--- src/rtl/cs_seq_pkg.sv ---
// Shared types and constants for the chip-select decode sequencer.
package cs_seq_pkg;
  localparam int CNT_W = 8;
  localparam int N_REQ = 8;
  localparam int IDX_W = 3;

  typedef enum logic [1:0] {IDLE, SETUP, ACTIVE, HOLD} state_e;

  // Enable triplet ordering is {g1, g2a_n, g2b_n}
  localparam logic [2:0] EN_ON  = 3'b100;
  localparam logic [2:0] EN_OFF = 3'b011;

  function automatic logic [N_REQ-1:0] onehot(input logic [IDX_W-1:0] i);
    return N_REQ'(1) << i;
  endfunction
endpackage

--- src/rtl/cs_decode_sequencer_rr_arb8.sv ---
// Combinational round-robin pick: first set request searching upward from ptr+1.
module rr_arb8
  import cs_seq_pkg::*;
(
  input  logic [N_REQ-1:0] req,
  input  logic [IDX_W-1:0] ptr,
  output logic             valid,
  output logic [IDX_W-1:0] idx
);
  logic [N_REQ-1:0] rot;

  for (genvar i = 0; i < N_REQ; i++) begin : g_rot
    assign rot[i] = req[ptr + IDX_W'(i + 1)];
  end

  // Descending scan so the lowest rotated position (closest to ptr+1) wins
  always_comb begin
    idx = '0;
    for (int j = N_REQ - 1; j >= 0; j--)
      if (rot[j]) idx = ptr + IDX_W'(j + 1);
  end

  assign valid = |req;
endmodule

--- src/rtl/cs_decode_sequencer.sv ---
// Round-robin setup/strobe/hold sequencer driving a shared 3-to-8 decoder.
// Optional burst extension of the strobe phase: define CS_SEQ_BURST_EN.
module cs_decode_sequencer
  import cs_seq_pkg::*;
#(
  parameter int SETUP_CYCLES  = 1,
  parameter int ACTIVE_CYCLES = 2,
  parameter int HOLD_CYCLES   = 1,
  parameter int BURST_MAX     = 4
) (
  input  logic             clk_i,
  input  logic             rst_n_i,
  input  logic [N_REQ-1:0] req_i,
  output logic [N_REQ-1:0] gnt_o,
  output logic             busy_o,
  output logic             done_o,
  output logic [IDX_W-1:0] done_id_o,
  output logic             select_a_o,
  output logic             select_b_o,
  output logic             select_c_o,
  output logic             g1_en_o,
  output logic             g2a_en_n_o,
  output logic             g2b_en_n_o
);
  localparam int HOLD_LEN = (HOLD_CYCLES < 1) ? 1 : HOLD_CYCLES;
  localparam logic [CNT_W-1:0] SETUP_LD = CNT_W'(SETUP_CYCLES - 1);
  localparam logic [CNT_W-1:0] ACT_LD   = CNT_W'(ACTIVE_CYCLES - 1);
  localparam logic [CNT_W-1:0] HOLD_LD  = CNT_W'(HOLD_LEN - 1);

  if (ACTIVE_CYCLES < 1 || ACTIVE_CYCLES > 255) begin : g_bad_active
    $error("ACTIVE_CYCLES must be in 1..255");
  end
  if (SETUP_CYCLES < 0 || SETUP_CYCLES > 255 || HOLD_CYCLES < 0 || HOLD_CYCLES > 255
      || BURST_MAX < 0 || BURST_MAX > 255) begin : g_bad_range
    $error("SETUP/HOLD/BURST parameters must be in 0..255");
  end

  state_e           state;
  logic [CNT_W-1:0] cnt;
  logic [IDX_W-1:0] ptr, sel_q, done_id_q, arb_idx;
  logic [N_REQ-1:0] gnt_q;
  logic [2:0]       en_q;
  logic             busy_q, done_q, arb_valid;

  rr_arb8 u_arb (.req(req_i), .ptr(ptr), .valid(arb_valid), .idx(arb_idx));

`ifdef CS_SEQ_BURST_EN
  logic [CNT_W-1:0] burst_cnt;
  logic             burst_go;
  assign burst_go = req_i[sel_q] && (burst_cnt < CNT_W'(BURST_MAX));
`endif

  always_ff @(posedge clk_i or negedge rst_n_i) begin
    if (!rst_n_i) begin
      state     <= IDLE;
      cnt       <= '0;
      ptr       <= IDX_W'(N_REQ - 1);
      sel_q     <= '0;
      done_id_q <= '0;
      gnt_q     <= '0;
      en_q      <= EN_OFF;
      busy_q    <= 1'b0;
      done_q    <= 1'b0;
`ifdef CS_SEQ_BURST_EN
      burst_cnt <= '0;
`endif
    end else begin
      done_q <= 1'b0;
      case (state)
        IDLE: if (arb_valid) begin
          sel_q  <= arb_idx;
          busy_q <= 1'b1;
`ifdef CS_SEQ_BURST_EN
          burst_cnt <= '0;
`endif
          if (SETUP_CYCLES == 0) begin
            state <= ACTIVE;
            cnt   <= ACT_LD;
            en_q  <= EN_ON;
            gnt_q <= onehot(arb_idx);
          end else begin
            state <= SETUP;
            cnt   <= SETUP_LD;
          end
        end
        SETUP: begin
          if (cnt == '0) begin
            state <= ACTIVE;
            cnt   <= ACT_LD;
            en_q  <= EN_ON;
            gnt_q <= onehot(sel_q);
          end else cnt <= cnt - 1'b1;
        end
        ACTIVE: begin
          if (cnt != '0) cnt <= cnt - 1'b1;
`ifdef CS_SEQ_BURST_EN
          else if (burst_go) burst_cnt <= burst_cnt + 1'b1;
`endif
          else begin
            state <= HOLD;
            cnt   <= HOLD_LD;
            en_q  <= EN_OFF;
            gnt_q <= '0;
            // done is registered, so it must be raised on entry to the last HOLD cycle
            if (HOLD_LEN == 1) begin
              done_q    <= 1'b1;
              done_id_q <= sel_q;
            end
          end
        end
        HOLD: begin
          if (cnt == '0) begin
            state  <= IDLE;
            busy_q <= 1'b0;
            ptr    <= sel_q;
          end else begin
            cnt <= cnt - 1'b1;
            if (cnt == CNT_W'(1)) begin
              done_q    <= 1'b1;
              done_id_q <= sel_q;
            end
          end
        end
        default: state <= IDLE;
      endcase
    end
  end

  assign gnt_o      = gnt_q;
  assign busy_o     = busy_q;
  assign done_o     = done_q;
  assign done_id_o  = done_id_q;
  assign {select_c_o, select_b_o, select_a_o} = sel_q;
  assign {g1_en_o, g2a_en_n_o, g2b_en_n_o}    = en_q;
endmodule

--- config.mk ---
export PLATFORM = sky130hd
export DESIGN_NAME = cs_decode_sequencer
export DESIGN_NICKNAME = d
export VERILOG_FILES = /design/src/rtl/cs_seq_pkg.sv /design/src/rtl/cs_decode_sequencer_rr_arb8.sv /design/src/rtl/cs_decode_sequencer.sv
export SDC_FILE = /design/constraint.sdc
export NUM_CORES = 1
export LEC_CHECK = 0
export CORE_MARGIN = 5
export CORE_UTILIZATION = 30
export DETAILED_ROUTE_END_ITERATION = 8
export PLACE_DENSITY = 0.54
export SLEW_MARGIN = 20
export SYNTH_ARGS = -nofsm -noshare
export SYNTH_HDL_FRONTEND = slang
export SYNTH_SLANG_ARGS = --single-unit
--- constraint.sdc ---
create_clock -name clk_i -period 4.12 [get_ports clk_i]
set_clock_uncertainty 0.1 [all_clocks]
set_input_delay 0.824 -clock clk_i [delete_from_list [all_inputs] [get_ports clk_i]]
set_output_delay 0.824 -clock clk_i [all_outputs]
set_load 0.02 [all_outputs]
; ---- Yosys cells after proc, flatten, opt, wreduce, memory -nomap -nowiden
; Cells that the tools add are included.
[op_classes]
n_mux = 51
n_shift = 1
order_cmp = 8
reduce_logical = 14
addsub = 8
n_eq_ne = 10
[op_table]
columns = operator, n
row1 = 2-to-1 mux 8 bit, 6
row2 = 2-to-1 mux 3 bit, 13
row3 = "< comparator 3 x 4 -> 1 bit, second input constant", 8
row4 = one-hot mux 8 bit (4 select lines), 1
row5 = binary-select mux 1 bit (select 3 bit), 8
row6 = one-hot mux 8 bit (2 select lines), 1
row7 = 2-to-1 mux 1 bit, 13
row8 = "adder 3 bit, second input constant", 4
row9 = "!= test 2 bit, second input constant", 6
row10 = one-hot mux 3 bit (2 select lines), 2
row11 = "== test 8 x 1 -> 1 bit, second input constant", 1
row12 = zero test 8 bit, 1
row13 = 2-to-1 mux 2 bit, 4
row14 = one-hot mux 2 bit (4 select lines), 1
row15 = AND reduction 4 bit, 2
row16 = nonzero test 8 bit, 1
row17 = OR reduction 8 bit, 1
row18 = "<< shifter 1 x 3 -> 8 bit, first input constant", 1
row19 = "subtractor 8 x 1 -> 8 bit, second input constant", 1
row20 = "adder 3 x 2 -> 3 bit, second input constant", 2
row21 = AND reduction 2 bit, 3
row22 = AND reduction 3 bit, 2
row23 = nonzero test 2 bit, 3
row24 = "== test 2 bit, second input constant", 2
row25 = 4 further kinds, 5
[word_totals]
out_inout_bits = 19
in_bits = 10
reg_bits = 32
elab_cells = 101

; ---- Longest topological paths before layout
; Gate-level depths: netlist of run 1.
[logic_depth]
depth_word = 10
mapped_depth = 11
ltp_nobuf = 7

; ---- By module
; A second synthesis of run 1 with hierarchy kept.
[unflattened]
cells_unflattened = 245
area_unflattened_um2 = 2436.1
[modules_own_cells]
columns = mod, cells_per_inst, area_each_um2, instances, seq_area_each_um2
row1 = cs_decode_sequencer, 146, 1615.3, 1, 780.7
row2 = rr_arb8, 99, 820.8, 1, 0.0

; ---- Worst setup path before layout of run 1
; OpenSTA, ideal clock, no wires.
[synth_timing]
kind = reg2reg
from = register ptr[0]
to = register sel_q[1]
t_arrival_ps = 2731
stages_incl_launch_ff = 11
path_buffers = 3
setup_ps = 132
required_ps = 3888
period_less_slack_ps = 2962
path_slack_ps = 1158
path_cell_list = dfstp_2 > buf_6 > buf_2 > inv_1 > ha_1 > buf_2 > mux4_1 > mux2_2 > nor3_1 > and4_1 > a211oi_2
[synth_between]
elab_chain_len = 10
elab_cells_between_ends = 31
cone_classes = 7 x add/sub / 24 x mux
[synth_lines]
columns = element, line_no
row1 = start: declaration, cs_decode_sequencer.sv:40  ; logic [IDX_W-1:0] ptr, sel_q, done_id_q, arb_idx;
row2 = start signal: assignment, cs_decode_sequencer.sv:57  ; ptr <= IDX_W'(N_REQ - 1);
row3 = start signal: assignment, cs_decode_sequencer.sv:115  ; ptr <= sel_q;
row4 = adder 3 bit / binary-select mux 1 bit (select 3 bit) (equally long branches), "cs_decode_sequencer_rr_arb8.sv:13, cs_decode_sequencer_rr_arb8.sv:20"
row5 = binary-select mux 1 bit (select 3 bit) / 2-to-1 mux 1 bit (equally long branches), cs_decode_sequencer_rr_arb8.sv:13  ; assign rot[i] = req[ptr + IDX_W'(i + 1)];
row6 = 2-to-1 mux 1 bit (implied by the code) / 2-to-1 mux 3 bit (equally long branches), "cs_decode_sequencer_rr_arb8.sv:13, cs_decode_sequencer_rr_arb8.sv:20"
row7 = 2-to-1 mux 3 bit (6 in series), cs_decode_sequencer_rr_arb8.sv:20  ; if (rot[j]) idx = ptr + IDX_W'(j + 1);
row8 = 2-to-1 mux 3 bit *, cs_decode_sequencer_rr_arb8.sv:20
row9 = end signal: assignment, cs_decode_sequencer.sv:71  ; sel_q <= arb_idx;
row10 = end: declaration, cs_decode_sequencer.sv:40
; Mark *: on every way between the ends. The rest lies on a longest branch, timed or not. The select of a mux whose other input is x is not followed.
; A chain may end at the register's enable or synchronous reset.

; ---- Worst setup path in the final report of run 1
; Same ends and word-level chain as after synthesis.

==> impl_metrics.env, run 1 <==
export IMPL_rr_worst_depth=7
export IMPL_cts_tree="done"
export IMPL_period_needed_ns=3.45
export IMPL_finalSetupViolations=0
export IMPL_yosysUniqueCellTypes=55
export IMPL_synth_edf_count=0
export IMPL_synth_cells=249
export IMPL_final_net_count=289
export IMPL_postCtsSetupRepairBufs=0
export IMPL_root_buffer="clkbuf_8"
export IMPL_multi_input_area_mm2=0.00158
export IMPL_internal_power_w=0.00144
export IMPL_rsz0062_at_grt="false"
export IMPL_comb_power_share_pct=66.5
export IMPL_hpwl_mm=4.24
export IMPL_diodes=0
export IMPL_crit_required_ns=4.22
export IMPL_crit_arrival_ns=3.54
export IMPL_first_global_vias=1994
export IMPL_p_clk_share_pct=9.8
export IMPL_synth_top_flop_cell="dfrtp_1"
export IMPL_end_kind="flop"
export IMPL_max_cap_viol_count=0
export IMPL_utilization_pct=35.8
export IMPL_port_buffers=28
export IMPL_antenna_found_initial=0
export IMPL_async_reset_ff_share_pct=100
export IMPL_ys_seq_area_share_pct=31.2
export IMPL_start_util_pct=30.7
export IMPL_path_max_fanout=18
export IMPL_timing_rr_end="sel_q[1]"
export IMPL_p_seq_share_pct=23.7
export IMPL_clock_sinks=31
export IMPL_p_sw_share_pct=46.9
export IMPL_num_io_pins=29
export IMPL_fin_ws_ns=0.674
export IMPL_drtIter0Drc=40
export IMPL_fill_cells=849
export IMPL_ys_ff_latch=31
export IMPL_wirelength_mm=5.82
export IMPL_vias_per_cell=5.41
export IMPL_place_ws_ns=0.690
export IMPL_track_usage_pct=12.0
export IMPL_hold_path_class="flop to flop"
export IMPL_grt_overflow=0
export IMPL_vias=2034
export IMPL_slew_headroom_pct=37.1
export IMPL_drv_slew=0
export IMPL_p_sw_w=0.00127
export IMPL_status="finished, final reports clean"
export IMPL_hold_viol=0
export IMPL_drtPass1Iterations=6
export IMPL_drc=0
export IMPL_die_y_um=101
export IMPL_htree_levels=2
export IMPL_insertion_delay_ns=0.28
export IMPL_static_leakage_power_nw=1.20
export IMPL_tightest_slew_ns=0.936
export IMPL_netlist_area_mm2=0.00251
export IMPL_grt_max_degree=32
export IMPL_powerDensity_mw_per_mm2=925
export IMPL_ff_latch_area_um2=781
export IMPL_fp_coreArea_mm2=0.00818
export IMPL_ant_nets=0
export IMPL_fmax_mhz=290
export IMPL_syn_nets=268
export IMPL_ir_worst_vdd_mv=0.368
export IMPL_fin_crit_sh_pct=83.7
export IMPL_critical_path_endpoint="sel_q[1]"
export IMPL_reg2reg_from="ptr[0]"
export IMPL_clockBufferDepth=2
export IMPL_drive_above_1_share_pct=17.3
export IMPL_std_cell_rows=33
export IMPL_yosys_warnings=0
export IMPL_r2r_slack_ns=0.67
export IMPL_numCtsBuffers=5
export IMPL_wl_per_cell_um=15.5
export IMPL_gp_congestion=0.818
export IMPL_die_w_um=101
export IMPL_clk_pin_slew_ns=0.06
export IMPL_cp_startpoint="ptr[0]"
export IMPL_tns_ns=0
export IMPL_startpoint_type="flop"
export IMPL_dieArea_mm2=0.0103
export IMPL_cts_hold_buf=0
export IMPL_critPathKind="flop to flop"
export IMPL_grt_pass1_wl_mm=10.1
export IMPL_syn_avg_cell_area_um2=10.1
export IMPL_syn2layout_area_growth_pct=16.7
export IMPL_post_cts_resized=0
==> stage by stage <==
stage	cell area [µm²]	cells	hold WS, ns	total power, W
global route	2920	376	0.432	0.00295
global placement	2820	368	0.387	0.00242
detailed placement	2820	368	0.398	0.00245
CTS	2920	376	0.413	0.00273
finish	2920	376	0.407	0.00271
floorplan	2510	249	0.405	0.00202
==> cell usage after synthesis, types with 2 or more instances <==
cell | number | area share [%]
nor3_1 | 10 | 2.0
buf_6 | 3 | 1.3
nor2_1 | 17 | 2.5
nand2_1 | 22 | 3.3
or4_4 | 2 | 0.90
nand3_1 | 4 | 0.80
nor2b_1 | 2 | 0.50
o21ai_0 | 16 | 3.2
nand3_2 | 3 | 1.2
mux2_2 | 18 | 8.1
or3_1 | 2 | 0.50
a211o_1 | 4 | 1.4
and3_1 | 3 | 0.75
mux2i_1 | 6 | 2.4
o211ai_1 | 3 | 0.90
mux4_2 | 5 | 4.5
o31ai_1 | 2 | 0.60
dfrtp_1 | 27 | 27
dfstp_2 | 4 | 4.2
nand4_1 | 6 | 1.5
inv_1 | 10 | 1.5
a21oi_1 | 9 | 1.8
a32oi_1 | 5 | 1.7
ha_1 | 9 | 4.5
clkbuf_1 | 4 | 0.60
buf_2 | 6 | 1.2
a22oi_1 | 6 | 1.8
a221o_1 | 2 | 0.80
xor2_1 | 8 | 2.8
a22o_1 | 2 | 0.70
mux4_1 | 5 | 5.2
==> metal layers <==
layer | vias to the layer above | global-route usage, % | share of wire (%)
met4 | 0 | 5.01 | 2.1
met1 | 993 | 16.4 | 48
met3 | 9 | 2.27 | 4.9
li1 | 981 | - | -
met5 | - | 0 | 0
met2 | 51 | 18.7 | 45
==> power by group through the flow <==
stage | sequential [W] | combinational (W) | clock (W)
finish | 0.000642 | 0.00180 | 0.000264
global route | 0.000669 | 0.00200 | 0.000287
CTS | 0.000644 | 0.00181 | 0.000274
detailed placement | 0.000648 | 0.00180 | 0
global placement | 0.000644 | 0.00178 | 0
floorplan | 0.000645 | 0.00137 | 0
==> critical path, cell delays in order, from the launching register on <==
cell and delay [ns]:
dfstp_2 0.80, inv_1 0.16, ha_1 0.66, mux4_1 0.75, mux2i_1 0.29, nor3_1 0.09, a211o_1 0.31, a211oi_2 0.19
==> placed cells by master (no fill, tap or decap), types with 3 or more instances in the layout <==
master,count
o211ai_1,3
nand3_2,3
mux4_1,5
nand2_1,22
nor3_1,10
clkdlybuf4s50_1,28
a32oi_1,5
nand3_1,4
a211o_1,4
a22oi_1,6
a21oi_1,9
and3_1,3
ha_1,9
nor2_1,17
inv_1,10
dfrtp_1,27
mux4_2,5
dfstp_2,4
xor2_1,8
clkbuf_8,7
mux2_2,18
o21ai_0,16
nand4_1,6
mux2i_1,6
==> worst min-delay path by stage <==
stage | start | endpoint | slack [ns] | cells past startpoint
floorplan | cnt[6] | cnt[6] | 0.41 | 2
global placement | done_id_o[2] | done_id_o[2] | 0.39 | 1
detailed placement | gnt_o[7] | gnt_o[7] | 0.40 | 2
CTS | gnt_o[7] | gnt_o[7] | 0.41 | 2
global route | done_id_o[2] | done_id_o[2] | 0.43 | 1
finish | done_id_o[2] | done_id_o[2] | 0.41 | 1
==> kinds of logic (layout without fill, tap and decap cells) <==
family	Yosys count	in the layout	share of synthesized area, %
AND/OR/NAND/NOR	78	78	16.3
AO/OA/AOI/OAI	61	61	18.1
buffers and inverters	26	48	5.69
multiplexers	35	35	21.1
adder cells (fa/ha/maj)	9	9	4.49
flip-flops	31	31	31.2
XOR/XNOR	9	9	3.15
==> cell type report <==
| type | count | area share [%] |
|---|---|---|
| timing repair buffer | 29 | 9.84 |
| sequential | 31 | 26.7 |
| multi-input combinational | 192 | 54.1 |
| inverter | 11 | 1.41 |
| tap | 105 | 4.49 |
| clock buffer | 8 | 3.42 |
==> sequential cells by signal, summed over array words and instances (netlist names) <==
signal and cells:
done_id_o 3, ptr 3, cnt 8, sel_q 3, busy_o 1, en_q 2, gnt_o 8, done_o 1
state 2
Power figures use the tool's default switching activity.
==> inputs of run 2 (changes only) <==
==> constraint.sdc (replaced) <==
create_clock -name clk_i -period 3.6 [get_ports clk_i]
set_clock_uncertainty 0.1 [all_clocks]
set_input_delay 0.72 -clock clk_i [delete_from_list [all_inputs] [get_ports clk_i]]
set_output_delay 0.72 -clock clk_i [all_outputs]
set_load 0.02 [all_outputs]
==> impl_metrics.env, run 2 (synthesis results as in run 1) <==
export IMPL_status="finished, final reports clean"
export IMPL_fin_crit_sh_pct=80.7
export IMPL_comb_power_share_pct=69.1
export IMPL_powerDensity_mw_per_mm2=1070
export IMPL_p_sw_w=0.00147
export IMPL_max_cap_viol_count=0
export IMPL_num_io_pins=29
export IMPL_clock_sinks=31
export IMPL_post_cts_resized=0
export IMPL_vias=2047
export IMPL_antenna_found_initial=0
export IMPL_drtIter0Drc=92
export IMPL_hpwl_mm=4.21
export IMPL_crit_required_ns=3.66
export IMPL_gp_congestion=0.840
export IMPL_syn2layout_area_growth_pct=18.5
export IMPL_finalSetupViolations=0
export IMPL_clockBufferDepth=2
export IMPL_final_common_cell="clkdlybuf4s50_1"
export IMPL_tightest_slew_ns=0.857
export IMPL_numCtsBuffers=5
export IMPL_reg2reg_from="ptr[1]"
export IMPL_track_usage_pct=11.6
export IMPL_dieArea_mm2=0.0103
export IMPL_startpoint_type="flop"
export IMPL_htree_levels=2
export IMPL_clk_pin_slew_ns=0.07
export IMPL_p_seq_share_pct=21.4
export IMPL_port_buffers=28
export IMPL_most_common_layout_cells="clkdlybuf4s50_1, dfrtp_1, nand2_1"
export IMPL_hold_path_class="flop to flop"
export IMPL_hold_viol=0
export IMPL_ir_worst_vdd_mv=0.384
export IMPL_std_cell_rows=33
export IMPL_first_global_vias=1943
export IMPL_drive_above_1_share_pct=19.1
export IMPL_critPathKind="flop to flop"
export IMPL_vias_per_cell=5.36
export IMPL_p_sw_share_pct=46.4
export IMPL_period_needed_ns=2.91
export IMPL_drtPass1Iterations=4
export IMPL_internal_power_w=0.00170
export IMPL_grt_max_degree=32
export IMPL_end_kind="flop"
export IMPL_wl_per_cell_um=15.2
export IMPL_die_y_um=101
export IMPL_static_leakage_power_nw=1.23
export IMPL_wirelength_mm=5.80
export IMPL_ant_nets=0
export IMPL_drc=0
export IMPL_hold_slack_ns=0.408
export IMPL_fmax_mhz=344
export IMPL_slew_headroom_pct=42.4
export IMPL_cp_startpoint="ptr[1]"
export IMPL_drv_slew=0
export IMPL_fp_coreArea_mm2=0.00818
export IMPL_postCtsSetupRepairBufs=0
export IMPL_cts_tree="done"
export IMPL_path_max_fanout=6
export IMPL_grt_overflow=0
export IMPL_rsz0062_at_grt="false"
export IMPL_start_util_pct=30.7
export IMPL_p_clk_share_pct=9.6
export IMPL_hp_start="done_id_o[2]"
export IMPL_die_w_um=101
export IMPL_grt_pass1_wl_mm=9.64
export IMPL_crit_arrival_ns=2.96
export IMPL_cts_hold_buf=0
export IMPL_final_net_count=295
export IMPL_tns_ns=0
export IMPL_insertion_delay_ns=0.28
export IMPL_diodes=0
export IMPL_root_buffer="clkbuf_8"
[run 2: changes by cell type in the layout (fill, tap and decap cells not counted)]
cell | previous run | this run
buf_4 | 1 | 7
[run 2: per-layer routing]
metal,up-vias,part of all wire (%),GRT usage [%]
met5,-,0,0
met4,0,1.1,3.37
met2,49,46,18.7
met1,988,49,15.7
met3,6,4.6,2.41
li1,1004,-,-
[run 2: worst max-delay path: stages, from the launching register on]
cell	delay, ns
dfstp_2	0.53
inv_1	0.11
ha_1	0.44
mux4_1	0.72
mux2_2	0.35
nor3_1	0.21
and4_1	0.25
a211oi_2	0.07
[run 2: through the flow]
| stage | utilization [%] | area (µm²) | power [W] | std cells | setup WS (ns) |
|---|---|---|---|---|---|
| final | 36.3 | 2970 | 0.00316 | 382 | 0.695 |
| after global routing | 36.3 | 2970 | 0.00343 | 382 | 0.601 |
| after CTS | 36.3 | 2970 | 0.00318 | 382 | 0.726 |
| after detailed placement | 35.1 | 2870 | 0.00287 | 374 | 0.528 |
| after global placement | 35.1 | 2870 | 0.00284 | 374 | 0.562 |
| after floorplan | - | 2510 | 0.00231 | 249 | 0.638 |
[run 2: power groups by stage]
stage          clock network [W]  logic [W]  registers [W]
6_report                0.000303    0.00218       0.000676
5_1_grt                 0.000326    0.00240       0.000701
3_3_place_gp                   0    0.00216       0.000682
4_1_cts                 0.000311    0.00219       0.000680
3_5_place_dp                   0    0.00218       0.000685
2_1_floorplan                  0    0.00157       0.000738
[run 2: area by class of cell]
cell class / count / area [µm²]
clock buffers: 8 / 100
fillers: 845 / 5210
inverters: 11 / 41.3
multi-input cells: 192 / 1580
flip-flops and latches: 31 / 781
well taps: 105 / 131
repair buffers: 35 / 333
[run 2: path summary, 6_finish.rpt]
kind	end	depth (start not counted)	slack [ns]
max	sel_q[1]	7	0.69
min	done_id_o[2]	1	0.41
max reg2reg	sel_q[1]	7	0.69
min reg2reg	done_id_o[2]	1	0.41
max in group asynchronous	ptr[2]	2	2.33
min in group asynchronous	done_o	2	0.74
